**src/rtl/st7789_pixel_cmd_gen.sv**
```systemverilog
// st7789_pixel_cmd_gen
//   Turns a stream of (x, y, RGB565) pixels into ST7789 command/data bytes:
//   CASET window, RASET window, RAMWR, colour. A pixel FIFO absorbs upstream
//   bursts; CASET/RASET are skipped when column/row repeat the previous pixel.
//
// Ports:
//   clk, rst        system clock, synchronous active-high reset
//   pix_valid       pixel present on pix_x/pix_y/pix_color
//   pix_x, pix_y    pixel column / row (10 bits)
//   pix_color       RGB565 colour
//   pix_ready       FIFO not full
//   byte_valid      byte_data/byte_dc valid
//   byte_data       byte to serializer
//   byte_dc         0 = command, 1 = data
//   byte_ready      serializer accepts byte this cycle
//   busy            FIFO non-empty or sequence in progress
//   ovf             sticky: pixel dropped on full FIFO
//   oob             sticky: out-of-range pixel discarded
module st7789_pixel_cmd_gen #(
    parameter int unsigned SCREEN_W   = 240,
    parameter int unsigned SCREEN_H   = 320,
    parameter int unsigned FIFO_DEPTH = 16
) (
    input  logic        clk,
    input  logic        rst,
    input  logic        pix_valid,
    input  logic [9:0]  pix_x,
    input  logic [9:0]  pix_y,
    input  logic [15:0] pix_color,
    output logic        pix_ready,
    output logic        byte_valid,
    output logic [7:0]  byte_data,
    output logic        byte_dc,
    input  logic        byte_ready,
    output logic        busy,
    output logic        ovf,
    output logic        oob
);

    localparam int unsigned AW        = $clog2(FIFO_DEPTH);
    localparam logic [AW:0] DEPTH_CNT = (AW+1)'(FIFO_DEPTH);
    localparam logic [9:0]  W_LIM     = 10'(SCREEN_W);
    localparam logic [9:0]  H_LIM     = 10'(SCREEN_H);

    localparam logic [7:0] CMD_CASET = 8'h2A;
    localparam logic [7:0] CMD_RASET = 8'h2B;
    localparam logic [7:0] CMD_RAMWR = 8'h2C;

    typedef enum logic [2:0] {
        IDLE, LOAD, CASET_C, CASET_D, RASET_C, RASET_D, RAMWR_C, COLOR_D
    } state_t;

    state_t state;

    // ---------------------------------------------------------------- FIFO
    logic [35:0]   mem [FIFO_DEPTH];
    logic [AW-1:0] wr_ptr;
    logic [AW-1:0] rd_ptr;
    logic [AW:0]   count;
    logic          full;
    logic          empty;
    logic          wr_en;
    logic          rd_en;

    assign full      = (count == DEPTH_CNT);
    assign empty     = (count == '0);
    // full is taken from the registered count, so a pop in the same cycle
    // never makes room for a write.
    assign wr_en     = pix_valid && !full;
    assign rd_en     = (state == IDLE) && !empty;
    assign pix_ready = !full;
    assign busy      = (state != IDLE) || !empty;

    always_ff @(posedge clk) begin
        if (wr_en) begin
            mem[wr_ptr] <= {pix_x, pix_y, pix_color};
        end
    end

    always_ff @(posedge clk) begin
        if (rst) begin
            wr_ptr <= '0;
            rd_ptr <= '0;
            count  <= '0;
            ovf    <= 1'b0;
        end else begin
            if (wr_en) begin
                wr_ptr <= wr_ptr + 1'b1;
            end
            if (rd_en) begin
                rd_ptr <= rd_ptr + 1'b1;
            end
            case ({wr_en, rd_en})
                2'b10:   count <= count + 1'b1;
                2'b01:   count <= count - 1'b1;
                default: count <= count;
            endcase
            if (pix_valid && full) begin
                ovf <= 1'b1;
            end
        end
    end

    // ------------------------------------------------------------ sequencer
    logic [9:0]  cur_x;
    logic [9:0]  cur_y;
    logic [15:0] cur_color;
    logic [9:0]  last_x;
    logic [9:0]  last_y;
    logic        xv;
    logic        yv;
    logic [1:0]  idx;
    logic        xfer;
    logic        need_x;
    logic        need_y;

    assign xfer   = byte_valid && byte_ready;
    assign need_x = !xv || (cur_x != last_x);
    assign need_y = !yv || (cur_y != last_y);

    // Window bytes: start hi, start lo, end hi, end lo (start == end).
    function automatic logic [7:0] coord_byte(input logic [9:0] v, input logic [1:0] i);
        return i[0] ? v[7:0] : {6'b0, v[9:8]};
    endfunction

    always_ff @(posedge clk) begin
        if (rst) begin
            state      <= IDLE;
            cur_x      <= '0;
            cur_y      <= '0;
            cur_color  <= '0;
            last_x     <= '0;
            last_y     <= '0;
            xv         <= 1'b0;
            yv         <= 1'b0;
            idx        <= '0;
            byte_valid <= 1'b0;
            byte_data  <= '0;
            byte_dc    <= 1'b0;
            oob        <= 1'b0;
        end else begin
            case (state)
                IDLE: begin
                    if (!empty) begin
                        {cur_x, cur_y, cur_color} <= mem[rd_ptr];
                        state <= LOAD;
                    end
                end
                LOAD: begin
                    if (cur_x >= W_LIM || cur_y >= H_LIM) begin
                        oob   <= 1'b1;
                        state <= IDLE;
                    end else begin
                        byte_valid <= 1'b1;
                        byte_dc    <= 1'b0;
                        if (need_x) begin
                            byte_data <= CMD_CASET;
                            state     <= CASET_C;
                        end else if (need_y) begin
                            byte_data <= CMD_RASET;
                            state     <= RASET_C;
                        end else begin
                            byte_data <= CMD_RAMWR;
                            state     <= RAMWR_C;
                        end
                    end
                end
                CASET_C: begin
                    if (xfer) begin
                        byte_data <= coord_byte(cur_x, 2'd0);
                        byte_dc   <= 1'b1;
                        idx       <= '0;
                        state     <= CASET_D;
                    end
                end
                CASET_D: begin
                    if (xfer) begin
                        if (idx == 2'd3) begin
                            last_x  <= cur_x;
                            xv      <= 1'b1;
                            byte_dc <= 1'b0;
                            if (need_y) begin
                                byte_data <= CMD_RASET;
                                state     <= RASET_C;
                            end else begin
                                byte_data <= CMD_RAMWR;
                                state     <= RAMWR_C;
                            end
                        end else begin
                            idx       <= idx + 2'd1;
                            byte_data <= coord_byte(cur_x, idx + 2'd1);
                        end
                    end
                end
                RASET_C: begin
                    if (xfer) begin
                        byte_data <= coord_byte(cur_y, 2'd0);
                        byte_dc   <= 1'b1;
                        idx       <= '0;
                        state     <= RASET_D;
                    end
                end
                RASET_D: begin
                    if (xfer) begin
                        if (idx == 2'd3) begin
                            last_y    <= cur_y;
                            yv        <= 1'b1;
                            byte_dc   <= 1'b0;
                            byte_data <= CMD_RAMWR;
                            state     <= RAMWR_C;
                        end else begin
                            idx       <= idx + 2'd1;
                            byte_data <= coord_byte(cur_y, idx + 2'd1);
                        end
                    end
                end
                RAMWR_C: begin
                    if (xfer) begin
                        byte_data <= cur_color[15:8];
                        byte_dc   <= 1'b1;
                        idx       <= '0;
                        state     <= COLOR_D;
                    end
                end
                COLOR_D: begin
                    if (xfer) begin
                        if (idx == 2'd0) begin
                            byte_data <= cur_color[7:0];
                            idx       <= 2'd1;
                        end else begin
                            byte_valid <= 1'b0;
                            state      <= IDLE;
                        end
                    end
                end
                default: state <= IDLE;
            endcase
        end
    end

endmodule
```
**config.mk**
```make
export PLATFORM = sky130hd
export DESIGN_NAME = st7789_pixel_cmd_gen
export DESIGN_NICKNAME = d
export VERILOG_FILES = /design/src/rtl/st7789_pixel_cmd_gen.sv
export SDC_FILE = /design/constraint.sdc
export NUM_CORES = 1
export LEC_CHECK = 0
export CORE_MARGIN = 2
export CORE_UTILIZATION = 45
export DETAILED_ROUTE_END_ITERATION = 8
export DONT_BUFFER_PORTS = 1
export GPL_TIMING_DRIVEN = 0
export PLACE_DENSITY = 0.6
export SYNTH_ARGS = -nofsm -noshare
export SYNTH_HDL_FRONTEND = slang
export SYNTH_SLANG_ARGS = --single-unit
```
**constraint.sdc**
```tcl
create_clock -name clk -period 10.5 [get_ports clk]
set_input_delay 1.05 -clock clk [delete_from_list [all_inputs] [get_ports clk]]
set_output_delay 1.05 -clock clk [all_outputs]
set_load 0.02 [all_outputs]
```
==> results of run 1 <==
==> placed cells by master (no fill, tap or decap), types with 3 or more instances in the layout <==
cell type   Yosys  layout
buf_2          14      14
nor2_1         66      54
clkinvlp_4      0       4
buf_12          0      12
nand2b_1        7       7
xor2_1          6       6
ha_1           11      11
nand4_1         8       8
nor2_4          0      12
dfxtp_1        88      88
nand3_1         7       7
nor3_1         15      11
clkbuf_16       0      72
nand2_1       108     108
inv_6           0       3
a311oi_1        3       3
clkbuf_1       36      43
inv_1          13      13
a21oi_1        75      75
and3_1          4       4
a31oi_1         6       6
o21ai_0        21      21
xnor2_1        23      23
nor2b_1        10      10
edfxtp_1      576     576
and2_1          3       3
mux2i_1        14      14
clkinv_2        0      15
clkinv_1        0      13
mux4_2         83      83
buf_4           6       7
buf_6          16      35
a22oi_1         6       6
bufinv_16       0       7
buf_1           5       5
nor3_2          0       4
mux4_1         97      97
==> metrics by stage <==
step	util, %	instance area [um2]
5_1_grt	52.2	30200
4_1_cts	52.2	30200
6_report	52.2	30200
3_5_place_dp	48.2	27900
3_3_place_gp	47.2	27300
2_1_floorplan	-	26300
==> area by class of cell <==
type	count	share of cell area [%]
Inverter	13	0.162
Multi-Input combinational cell	602	22.8
Clock buffer	81	6.15
Clock inverter	45	1.41
Buffer	77	1.49
Timing Repair Buffer	33	1.62
Tap cell	765	3.17
Sequential cell	664	63.2
==> state kept, by name, summed over array words and instances (netlist names) <==
signal and cells:
cur_x 10, last_y 10, last_x 10, ovf 1, byte_valid 1, count 5
mem 576, oob 1, wr_ptr 4, byte_data 8, xv 1, cur_color 16
cur_y 10, yv 1, rd_ptr 4, state 3, idx 2, byte_dc 1
==> metal layers <==
layer  global-route usage, %  part of all wire [%]
met5                       0                     0
met4                    6.45                   2.3
met3                    3.89                   6.6
met2                    32.5                    48
met1                    28.7                    43
==> kinds of logic (layout without fill, tap and decap cells) <==
| group | after synthesis | after routing | share of synthesized area [%] |
|---|---|---|---|
| adders and majority gates | 12 | 12 | 0.599 |
| AOI/OAI and AO/OA | 130 | 130 | 2.90 |
| and+or+nand+nor | 236 | 236 | 3.88 |
| muxes | 195 | 195 | 17.4 |
| DFF | 664 | 664 | 72.4 |
| xor gates and xnor gates | 29 | 29 | 0.965 |
| buffers and inverters | 90 | 249 | 1.89 |
==> synthesized netlist by cell type (2+ instances only) <==
cell / count / area share [%]
xor2_1: 6 / 0.20
nand4_1: 8 / 0.19
nor3_1: 15 / 0.29
or2_2: 2 / 0.048
a211oi_1: 2 / 0.057
and2_1: 3 / 0.071
nand2b_1: 7 / 0.17
nand2_1: 108 / 1.5
a311oi_1: 3 / 0.10
a21oi_1: 75 / 1.4
nor2b_1: 10 / 0.24
mux2i_1: 14 / 0.53
mux4_2: 83 / 7.1
a222oi_1: 2 / 0.076
buf_2: 14 / 0.27
dfxtp_1: 88 / 6.7
a22o_1: 2 / 0.067
a22oi_1: 6 / 0.17
ha_1: 11 / 0.52
xnor2_1: 23 / 0.77
edfxtp_1: 576 / 66
a31oi_1: 6 / 0.14
mux4_1: 97 / 9.7
and3_1: 4 / 0.095
o21ai_0: 21 / 0.40
buf_1: 5 / 0.071
o32ai_1: 2 / 0.067
nand3b_1: 2 / 0.057
nor2_1: 66 / 0.94
and3b_1: 2 / 0.067
a21o_1: 2 / 0.057
buf_6: 16 / 0.68
clkbuf_1: 36 / 0.51
nand3_1: 7 / 0.13
buf_4: 6 / 0.17
inv_1: 13 / 0.19
==> power by group through the flow <==
stage                     clock, mW  sequential [mW]  combinational (mW)
after floorplan                   0             3.17                1.09
after global placement            0             3.23                1.50
after detailed placement          0             3.22                1.55
after CTS                      2.49             3.17                1.56
after global routing           2.60             3.18                1.66
final                          2.45             3.17                1.54
==> worst paths after layout <==
check | end | slack, ns | depth (start not counted)
setup / recovery | count[4] | 7.01 | 13
hold / removal | cur_color[14] | 0.47 | 2
setup reg to reg | count[4] | 7.01 | 13
hold reg to reg | cur_color[14] | 0.47 | 2
==> critical path: cells and delay by family, from the launching register on <==
| family | cells | cell delay [ns] |
|---|---|---|
| adder cells (fa/ha/maj) | 2 | 0.60 |
| XOR/XNOR | 1 | 0.15 |
| flip-flops | 1 | 0.34 |
| AND/OR/NAND/NOR | 6 | 1.52 |
| AO/OA/AOI/OAI | 2 | 0.32 |
| buffers and inverters | 2 | 0.41 |
==> flow_metrics.env, run 1 <==
export IMPL_portBuffers=0
export IMPL_ant_nets=0
export IMPL_p_total_mw=7.16
export IMPL_die_width_um=246
export IMPL_grt_start_max_net_pins=23
export IMPL_critPathArrivalTime_ns=3.95
export IMPL_holdCritStartpoint="cur_color[14]"
export IMPL_critPathMaxStageDelay_ns=0.49
export IMPL_root_buffer="clkbuf_16"
export IMPL_cts_htree_levels=3
export IMPL_hold_class="flip-flop to flip-flop"
export IMPL_cts_sinks=664
export IMPL_cts_setup_buffers=0
export IMPL_ys_types=49
export IMPL_start_util_pct=45.5
export IMPL_wl_mm=60.5
export IMPL_setup_viol=0
export IMPL_switchingPower_mw=1.99
export IMPL_clock_fmax_ghz=0.287
export IMPL_finalHoldViolations=0
export IMPL_place_hpwl_mm=38.7
export IMPL_io_pins=54
export IMPL_rsz0062_at_grt="false"
export IMPL_async_reset_ff_share_pct=0
export IMPL_crit_required_ns=10.96
export IMPL_syn2layout_area_growth_pct=14.6
export IMPL_synth_main_ff_cell="edfxtp_1"
export IMPL_final_min_clock_period_ns=3.49
export IMPL_fin_cells=2280
export IMPL_fin_setup_tns_ns=0
export IMPL_routed_via_density=5.77
export IMPL_preCtsSetupSlack_ns=7.05
export IMPL_multi_input_area_mm2=0.00687
export IMPL_die_area_mm2=0.0604
export IMPL_power_density_mw_per_mm2=237
export IMPL_whs_ns=0.465
export IMPL_r2r_start="count[0]"
export IMPL_first_iter_violations=1314
export IMPL_num_rows=88
export IMPL_startpoint="count[0]"
export IMPL_grt_pass1_vias=13200
export IMPL_yosysSeqAreaShare_pct=72.4
export IMPL_max_slew_worst_pin_slew_ns=0.978
export IMPL_finClkSkew_ns=0.0290
export IMPL_clockPowerShare_pct=34.2
export IMPL_final_max_slew_viol_count=0
export IMPL_yosysWarnings=0
export IMPL_syn_inst=1356
export IMPL_cp_end_kind="flip-flop"
export IMPL_grt_overflow_total=0
export IMPL_post_cts_resize_count=0
export IMPL_synth_net_count=1408
export IMPL_slowest_stage="nor4_1"
export IMPL_fill_cells=4496
export IMPL_setup_slack_ns=7.01
export IMPL_p_comb_share_pct=21.5
export IMPL_p_leak_nw=9.54
export IMPL_antenna_diode_count=0
export IMPL_design_core_area_mm2=0.0578
export IMPL_slew_limit_headroom_pct=34.6
export IMPL_grt_pass1_wl_mm=88.3
export IMPL_wire_per_inst_um=26.6
export IMPL_crit_path_cell_trace="nor4_1 > nor2b_1 > nand2b_1 > inv_1 > buf_2 > ha_1 > ha_1 > nor2b_1 > o21ai_0 > a21oi_1 > nor3_1 > xnor2_1 > nor2_1"
export IMPL_synth_edf_count=576
export IMPL_ys_ff_latch=664
export IMPL_power_internal_mw=5.17
export IMPL_tritoncts="done"
export IMPL_dp_cells=2154
export IMPL_gp_congestion=0.892
export IMPL_crit_fanout=10
export IMPL_peakVddDrop_v=0.000121
export IMPL_drc=0
export IMPL_post_route_period_util_pct=33.2
export IMPL_pwr_share_seq_pct=44.3
export IMPL_critPathKind="flip-flop to flip-flop"
export IMPL_cts_buffers=70
export IMPL_antenna_found_initial=0
export IMPL_drive_gt1_share_pct=18.4
export IMPL_cts_path_max_buffers=3
export IMPL_postCtsHoldBufs=0
export IMPL_drt_pass1_iterations=7
export IMPL_avgSynthCellArea_um2=19.4
export IMPL_start_kind="flip-flop"
export IMPL_routed_via_count=13200
export IMPL_outcome="complete, no violations"
export IMPL_num_nets_final=1513
export IMPL_grt_usage_pct=20.4
export IMPL_clk_pin_slew_ns=0.06
export IMPL_regArea_mm2=0.0191
export IMPL_clk_latency_ns=0.60
export IMPL_max_cap_violations=0
export IMPL_syn_area_mm2=0.0263
export IMPL_swShare_pct=27.8
export IMPL_die_h_um=246
Note: power is estimated with default switching activity, not from simulation.
==> run 2, diff against run 1 <==
clock period = 3.4 ns   (was 10.5 ns; I/O delays follow)
==> run 2 against run 1 <==
Effect of this change: fmax is 11% higher; total power rose to 3.1 times the previous value; via count rose by 1.8%; critical path depth unchanged; non-clock buffer count is 40 higher; utilization increased by 1.2 points; register-to-register slack worse by 6.8 ns.
==> flow_metrics.env, run 2 (same netlist as run 1, synthesis figures left out) <==
export IMPL_slowest_stage="nor4_2"
export IMPL_post_route_period_util_pct=92.6
export IMPL_critPathKind="flip-flop to flip-flop"
export IMPL_start_util_pct=45.5
export IMPL_reg_top3="mem (576), cur_color (16)"
export IMPL_drt_pass1_iterations=7
export IMPL_num_rows=88
export IMPL_num_nets_final=1553
export IMPL_grt_overflow_total=0
export IMPL_tritoncts="done"
export IMPL_largest_register="mem"
export IMPL_mostFrequentLayoutCell="edfxtp_1"
export IMPL_grt_start_max_net_pins=23
export IMPL_r2r_worst_path_cells=13
export IMPL_grt_pass1_vias=13600
export IMPL_crit_path_cell_trace="nor4_2 > nor2b_4 > nand2b_1 > inv_2 > buf_6 > ha_2 > ha_1 > nor2b_1 > o21ai_0 > a21oi_1 > nor3_1 > xnor2_1 > nor2_1"
export IMPL_grt_usage_pct=20.9
export IMPL_finalCoreUtilization_pct=53.3
export IMPL_grt_pass1_wl_mm=90.5
export IMPL_design_core_area_mm2=0.0578
export IMPL_start_kind="flip-flop"
export IMPL_hold_class="input pin to flip-flop"
export IMPL_crit_fanout=10
export IMPL_syn2layout_area_growth_pct=17.1
export IMPL_final_min_clock_period_ns=3.15
export IMPL_routed_via_count=13400
export IMPL_clk_latency_ns=0.60
export IMPL_wire_per_inst_um=26.6
export IMPL_crit_required_ns=3.85
export IMPL_die_area_mm2=0.0604
export IMPL_outcome="complete, no violations"
export IMPL_final_max_slew_viol_count=0
export IMPL_routed_via_density=5.77
export IMPL_drc=0
export IMPL_cts_buffers=70
export IMPL_r2r_setup_slack_ns=0.25
export IMPL_swShare_pct=28.1
export IMPL_first_iter_violations=1267
export IMPL_critPathArrivalTime_ns=3.60
export IMPL_whs_ns=0.211
export IMPL_setup_viol=0
export IMPL_clk_pin_slew_ns=0.06
export IMPL_power_density_mw_per_mm2=717
export IMPL_p_leak_nw=9.76
export IMPL_cts_setup_buffers=0
export IMPL_root_buffer="clkbuf_16"
export IMPL_slew_limit_headroom_pct=31.5
export IMPL_setup_slack_ns=0.251
export IMPL_p_comb_share_pct=22.6
export IMPL_place_hpwl_mm=40.0
export IMPL_cp_end_kind="flip-flop"
export IMPL_finalHoldViolations=0
export IMPL_wl_mm=61.6
export IMPL_die_width_um=246
export IMPL_path_buf_inv=2
export IMPL_peakVddDrop_v=0.000441
export IMPL_holdCritStartpoint="byte_ready"
export IMPL_preCtsSetupSlack_ns=-0.0769
export IMPL_antenna_found_initial=4
export IMPL_max_slew_worst_pin_slew_ns=1.03
export IMPL_holdPathStages=4
export IMPL_largest_register_ffs=576
export IMPL_clockPowerShare_pct=33.1
export IMPL_drive_gt1_share_pct=17.8
export IMPL_final_cell_mix="576 x edfxtp_1, 107 x nand2_1, 97 x mux4_1, 88 x dfxtp_1, 83 x mux4_2"
export IMPL_finClkSkew_ns=0.0226
export IMPL_pwr_share_seq_pct=44.3
export IMPL_r2r_start="count[0]"
export IMPL_power_internal_mw=15.9
export IMPL_path_depth=13
export IMPL_clock_fmax_ghz=0.318
export IMPL_path_delay_family="simple AND/OR/NAND/NOR gates"
export IMPL_ant_nets=0
export IMPL_gp_congestion=0.899
export IMPL_max_cap_violations=0
export IMPL_die_h_um=246
export IMPL_cts_path_max_buffers=3
export IMPL_cts_htree_levels=3
export IMPL_cts_sinks=664
export IMPL_startpoint="count[0]"
export IMPL_io_pins=54
export IMPL_critPathMaxStageDelay_ns=0.42
export IMPL_switchingPower_mw=6.20
export IMPL_portBuffers=0
-- run 2: cell count changes in the layout (fill, tap and decap cells not counted), moves of 4 or more --
cell and delta:
buf_8 +5, buf_6 -18, buf_16 +17, clkbuf_1 +13, nor3_2 -4, nor3_4 +4, clkinv_1 -6, bufinv_16 -4
dlygate4sd3_1 +38
-- run 2: tightest hold or removal path, stage by stage --
cell and delay [ns]:
nand3_1 0.15, nor2_1 0.13, nand2_1 0.08, a21oi_1 0.05
-- run 2: cell type report --
cell class	count	area [um2]
fill	4559	27000
buffer	77	455
timing repair buffer	73	1190
sequential	664	19100
tap	765	957
clock buffer	98	1980
multi-input combinational	602	6920
antenna	1	2.50
clock inverter	26	218
inverter	13	48.8
-- run 2: layer usage --
| layer | wire, um | up-vias | GRT usage [%] |
|---|---|---|---|
| met5 | 38 | - | 0 |
| met4 | 1470 | 6 | 6.47 |
| met3 | 3790 | 84 | 3.90 |
| met2 | 29900 | 401 | 34.2 |
| met1 | 26400 | 7065 | 28.5 |
| li1 | - | 5830 | - |
-- run 2: power groups by stage --
stage	combinational [mW]	clock [mW]	sequential (mW)
floorplan	3.37	0	9.79
global placement	4.66	0	9.96
detailed placement	4.84	0	9.95
CTS	5.00	7.46	9.78
global route	5.35	7.79	9.84
finish	4.98	7.32	9.79
-- run 2: worst paths after layout --
path | end
hold / removal | last_y[9]
setup reg to reg | count[4]
hold reg to reg | cur_color[8]
setup / recovery | count[4]
-- run 2: repair_timing --
| item | CTS | global route |
|---|---|---|
| setup endpoints to repair | 1 | 1 |
| hold buffers | 38 | 0 |
| endpoints found under the hold margin | 578 | 0 |
| resized for setup | 2 | 7 |
-- run 2: stage by stage --
step | total power, mW | instances | setup TNS (ns) | instance area [um2]
2_1_floorplan | 13.2 | 1356 | 0 | 26300
3_3_place_gp | 14.6 | 2121 | -1204.37 | 27300
3_5_place_dp | 14.8 | 2156 | -0.0769 | 28200
4_1_cts | 22.2 | 2318 | 0 | 30800
5_1_grt | 23.0 | 2318 | -0.0268 | 30800
6_report | 22.1 | 2319 | 0 | 30800
==> run 3, diff against run 2 <==
--- a/config.mk
+++ b/config.mk
@@ -8,8 +8,9 @@
 export CORE_MARGIN = 2
 export CORE_UTILIZATION = 45
+export CTS_CLUSTER_SIZE = 8
 export DETAILED_ROUTE_END_ITERATION = 8
 export DONT_BUFFER_PORTS = 1
 export GPL_TIMING_DRIVEN = 0
-export PLACE_DENSITY = 0.6
+export PLACE_DENSITY = 0.62
 export SYNTH_ARGS = -nofsm -noshare
 export SYNTH_HDL_FRONTEND = slang
==> constraint.sdc (replaced) <==
create_clock -name clk -period 2.7 [get_ports clk]
set_input_delay 0.27 -clock clk [delete_from_list [all_inputs] [get_ports clk]]
set_output_delay 0.27 -clock clk [all_outputs]
set_load 0.005 [all_outputs]
==> run 3 against run 2 <==
Effect of this change: the run now ends with negative hold slack, negative setup slack left; clock power rose by 39%; largest power group unchanged; sequential share of layout area is 0.80 points lower; die area is the same; clock skew rose by 0.014 ns; setup slack lost 0.33 ns; combinational power grew 31%; register-to-register slack worse by 0.33 ns; final cell count increased by 0.78%; critical endpoint is now mem[15][13].
==> flow_metrics.env, run 3 (same netlist as run 1, synthesis figures left out) <==
export IMPL_outcome="complete, but fails checks"
export IMPL_violations="negative hold slack, negative setup slack"
export IMPL_crit_fanout=10
export IMPL_fill_cells=4410
export IMPL_root_buffer="clkbuf_16"
export IMPL_grt_pass1_vias=13900
export IMPL_final_max_slew_viol_count=0
export IMPL_antenna_found_initial=3
export IMPL_setup_viol=47
export IMPL_ant_nets=0
export IMPL_switchingPower_mw=8.04
export IMPL_drive_gt1_share_pct=20.2
export IMPL_design_core_area_mm2=0.0578
export IMPL_wl_mm=62.7
export IMPL_largest_register="mem"
export IMPL_die_area_mm2=0.0604
export IMPL_start_util_pct=45.5
export IMPL_power_internal_mw=21.0
export IMPL_cp_end_kind="flip-flop"
export IMPL_gp_congestion=0.884
export IMPL_hold_class="input pin to flip-flop"
export IMPL_grt_pass1_wl_mm=92.3
export IMPL_drt_pass1_iterations=6
export IMPL_max_cap_violations=0
export IMPL_final_cell_mix="576 x edfxtp_1, 108 x nand2_1, 97 x mux4_1, 92 x clkbuf_16, 85 x dfxtp_1"
export IMPL_p_leak_nw=9.97
export IMPL_fin_setup_tns_ns=-2.21
export IMPL_drc=0
export IMPL_die_h_um=246
export IMPL_cts_path_max_buffers=3
export IMPL_peakVddDrop_v=0.000519
export IMPL_max_slew_worst_pin_slew_ns=0.892
export IMPL_num_rows=88
export IMPL_num_nets_final=1595
export IMPL_rsz0062_at_grt="true"
export IMPL_setup_slack_ns=-0.0815
export IMPL_power_density_mw_per_mm2=928
export IMPL_finClkSkew_ns=0.0361
export IMPL_cts_buffers=92
export IMPL_reg_top3="mem (576), cur_color (16)"
export IMPL_die_width_um=246
export IMPL_post_route_period_util_pct=103
export IMPL_syn2layout_area_growth_pct=18.7
export IMPL_clk_pin_slew_ns=0.05
export IMPL_routed_via_density=5.85
export IMPL_routed_via_count=13700
export IMPL_final_min_clock_period_ns=2.78
export IMPL_tritoncts="done"
export IMPL_critPathArrivalTime_ns=3.02
export IMPL_grt_overflow_total=0
export IMPL_largest_register_ffs=576
export IMPL_io_pins=54
export IMPL_place_hpwl_mm=38.6
export IMPL_clock_fmax_ghz=0.360
export IMPL_grt_start_max_net_pins=23
export IMPL_clk_latency_ns=0.65
export IMPL_critPathKind="flip-flop to flip-flop"
export IMPL_cts_sinks=664
export IMPL_slew_limit_headroom_pct=40.5
export IMPL_grt_usage_pct=21.3
export IMPL_cts_htree_levels=3
export IMPL_mostFrequentLayoutCell="edfxtp_1"
export IMPL_first_iter_violations=1380
export IMPL_wire_per_inst_um=26.8
export IMPL_pwr_share_seq_pct=42.5
export IMPL_p_comb_share_pct=22.5
export IMPL_whs_ns=-0.00583
export IMPL_clockPowerShare_pct=35.1
export IMPL_p_total_mw=29.0
export IMPL_portBuffers=0
export IMPL_finalHoldViolations=1
export IMPL_crit_required_ns=2.94
export IMPL_start_kind="flip-flop"
export IMPL_swShare_pct=27.7
run 3: changes by cell type in the layout (fill, tap and decap cells not counted), sizes merged:
| cell | previous run | this run |
|---|---|---|
| clkbuf | 134 | 151 |
| clkinv | 20 | 3 |
| buf | 76 | 91 |
| nor2 | 66 | 71 |
| bufinv | 3 | 0 |
| inv | 15 | 17 |
| clkinvlp | 1 | 0 |
run 3: critical path, stage by stage, from the launching register on:
cell and delay (ns):
dfxtp_1 0.32, clkbuf_1 0.54, nand2_1 0.62, nor2_2 0.89
run 3: timing repair:
item | 4_1_cts | 5_1_grt
hold endpoints to repair | 578 | 0
cloned | 5 | 0
setup endpoints to repair | 317 | 256
gates resized for setup | 12 | 31
buffers inserted | 21 | 4
pin swaps | 16 | 5
hold buffers | 38 | 0
run 3: worst paths after layout:
check / startpoint / end / slack [ns] / cells past startpoint
setup / recovery: wr_ptr[2] / mem[15][13] / -0.08 / 3
hold / removal: pix_valid / wr_ptr[0] / -0.006 / 3
setup reg to reg: wr_ptr[2] / mem[15][13] / -0.08 / 3
hold reg to reg: cur_color[14] / cur_color[14] / 0.47 / 2
run 3: final cells by class:
class                   instances  area (um2)  area share [%]
multi-input cells             607        7030            22.5
plain buffers                  76         470            1.51
clock inverters                 7         106           0.340
inverters                      13        53.8           0.172
well taps                     765         957            3.06
clock buffers                 115        2390            7.65
repair buffers                 89        1170            3.74
flip-flops and latches        664       19100            61.0
diodes                          1        2.50         0.00801
run 3: through the flow:
step | hold WS [ns] | util, % | area, um2 | instances | worst slack, ns
2_1_floorplan | 0.369 | - | 26400 | 1356 | -0.380
3_3_place_gp | 0.370 | 47.2 | 27300 | 2121 | -2.68
3_5_place_dp | 0.370 | 48.3 | 27900 | 2147 | -0.608
4_1_cts | 0.0854 | 53.8 | 31100 | 2333 | -0.361
5_1_grt | 0.0108 | 54.0 | 31200 | 2337 | -0.161
6_report | -0.00583 | 54.0 | 31200 | 2337 | -0.0815
run 3: power groups by stage:
stage	clock [mW]	combinational, mW	sequential, mW
final	10.2	6.51	12.3
after detailed placement	0	6.01	12.5
after CTS	10.4	6.28	12.3
after floorplan	0	4.23	12.3
after global routing	10.8	6.99	12.4
after global placement	0	5.82	12.5
run 3: layer usage:
layer,GRT usage [%],vias up,wire length [um]
met5,0,-,21
met4,7.04,4,1640
met3,3.86,88,4370
met2,34.0,525,30200
met1,29.8,7141,26500
li1,-,5913,-
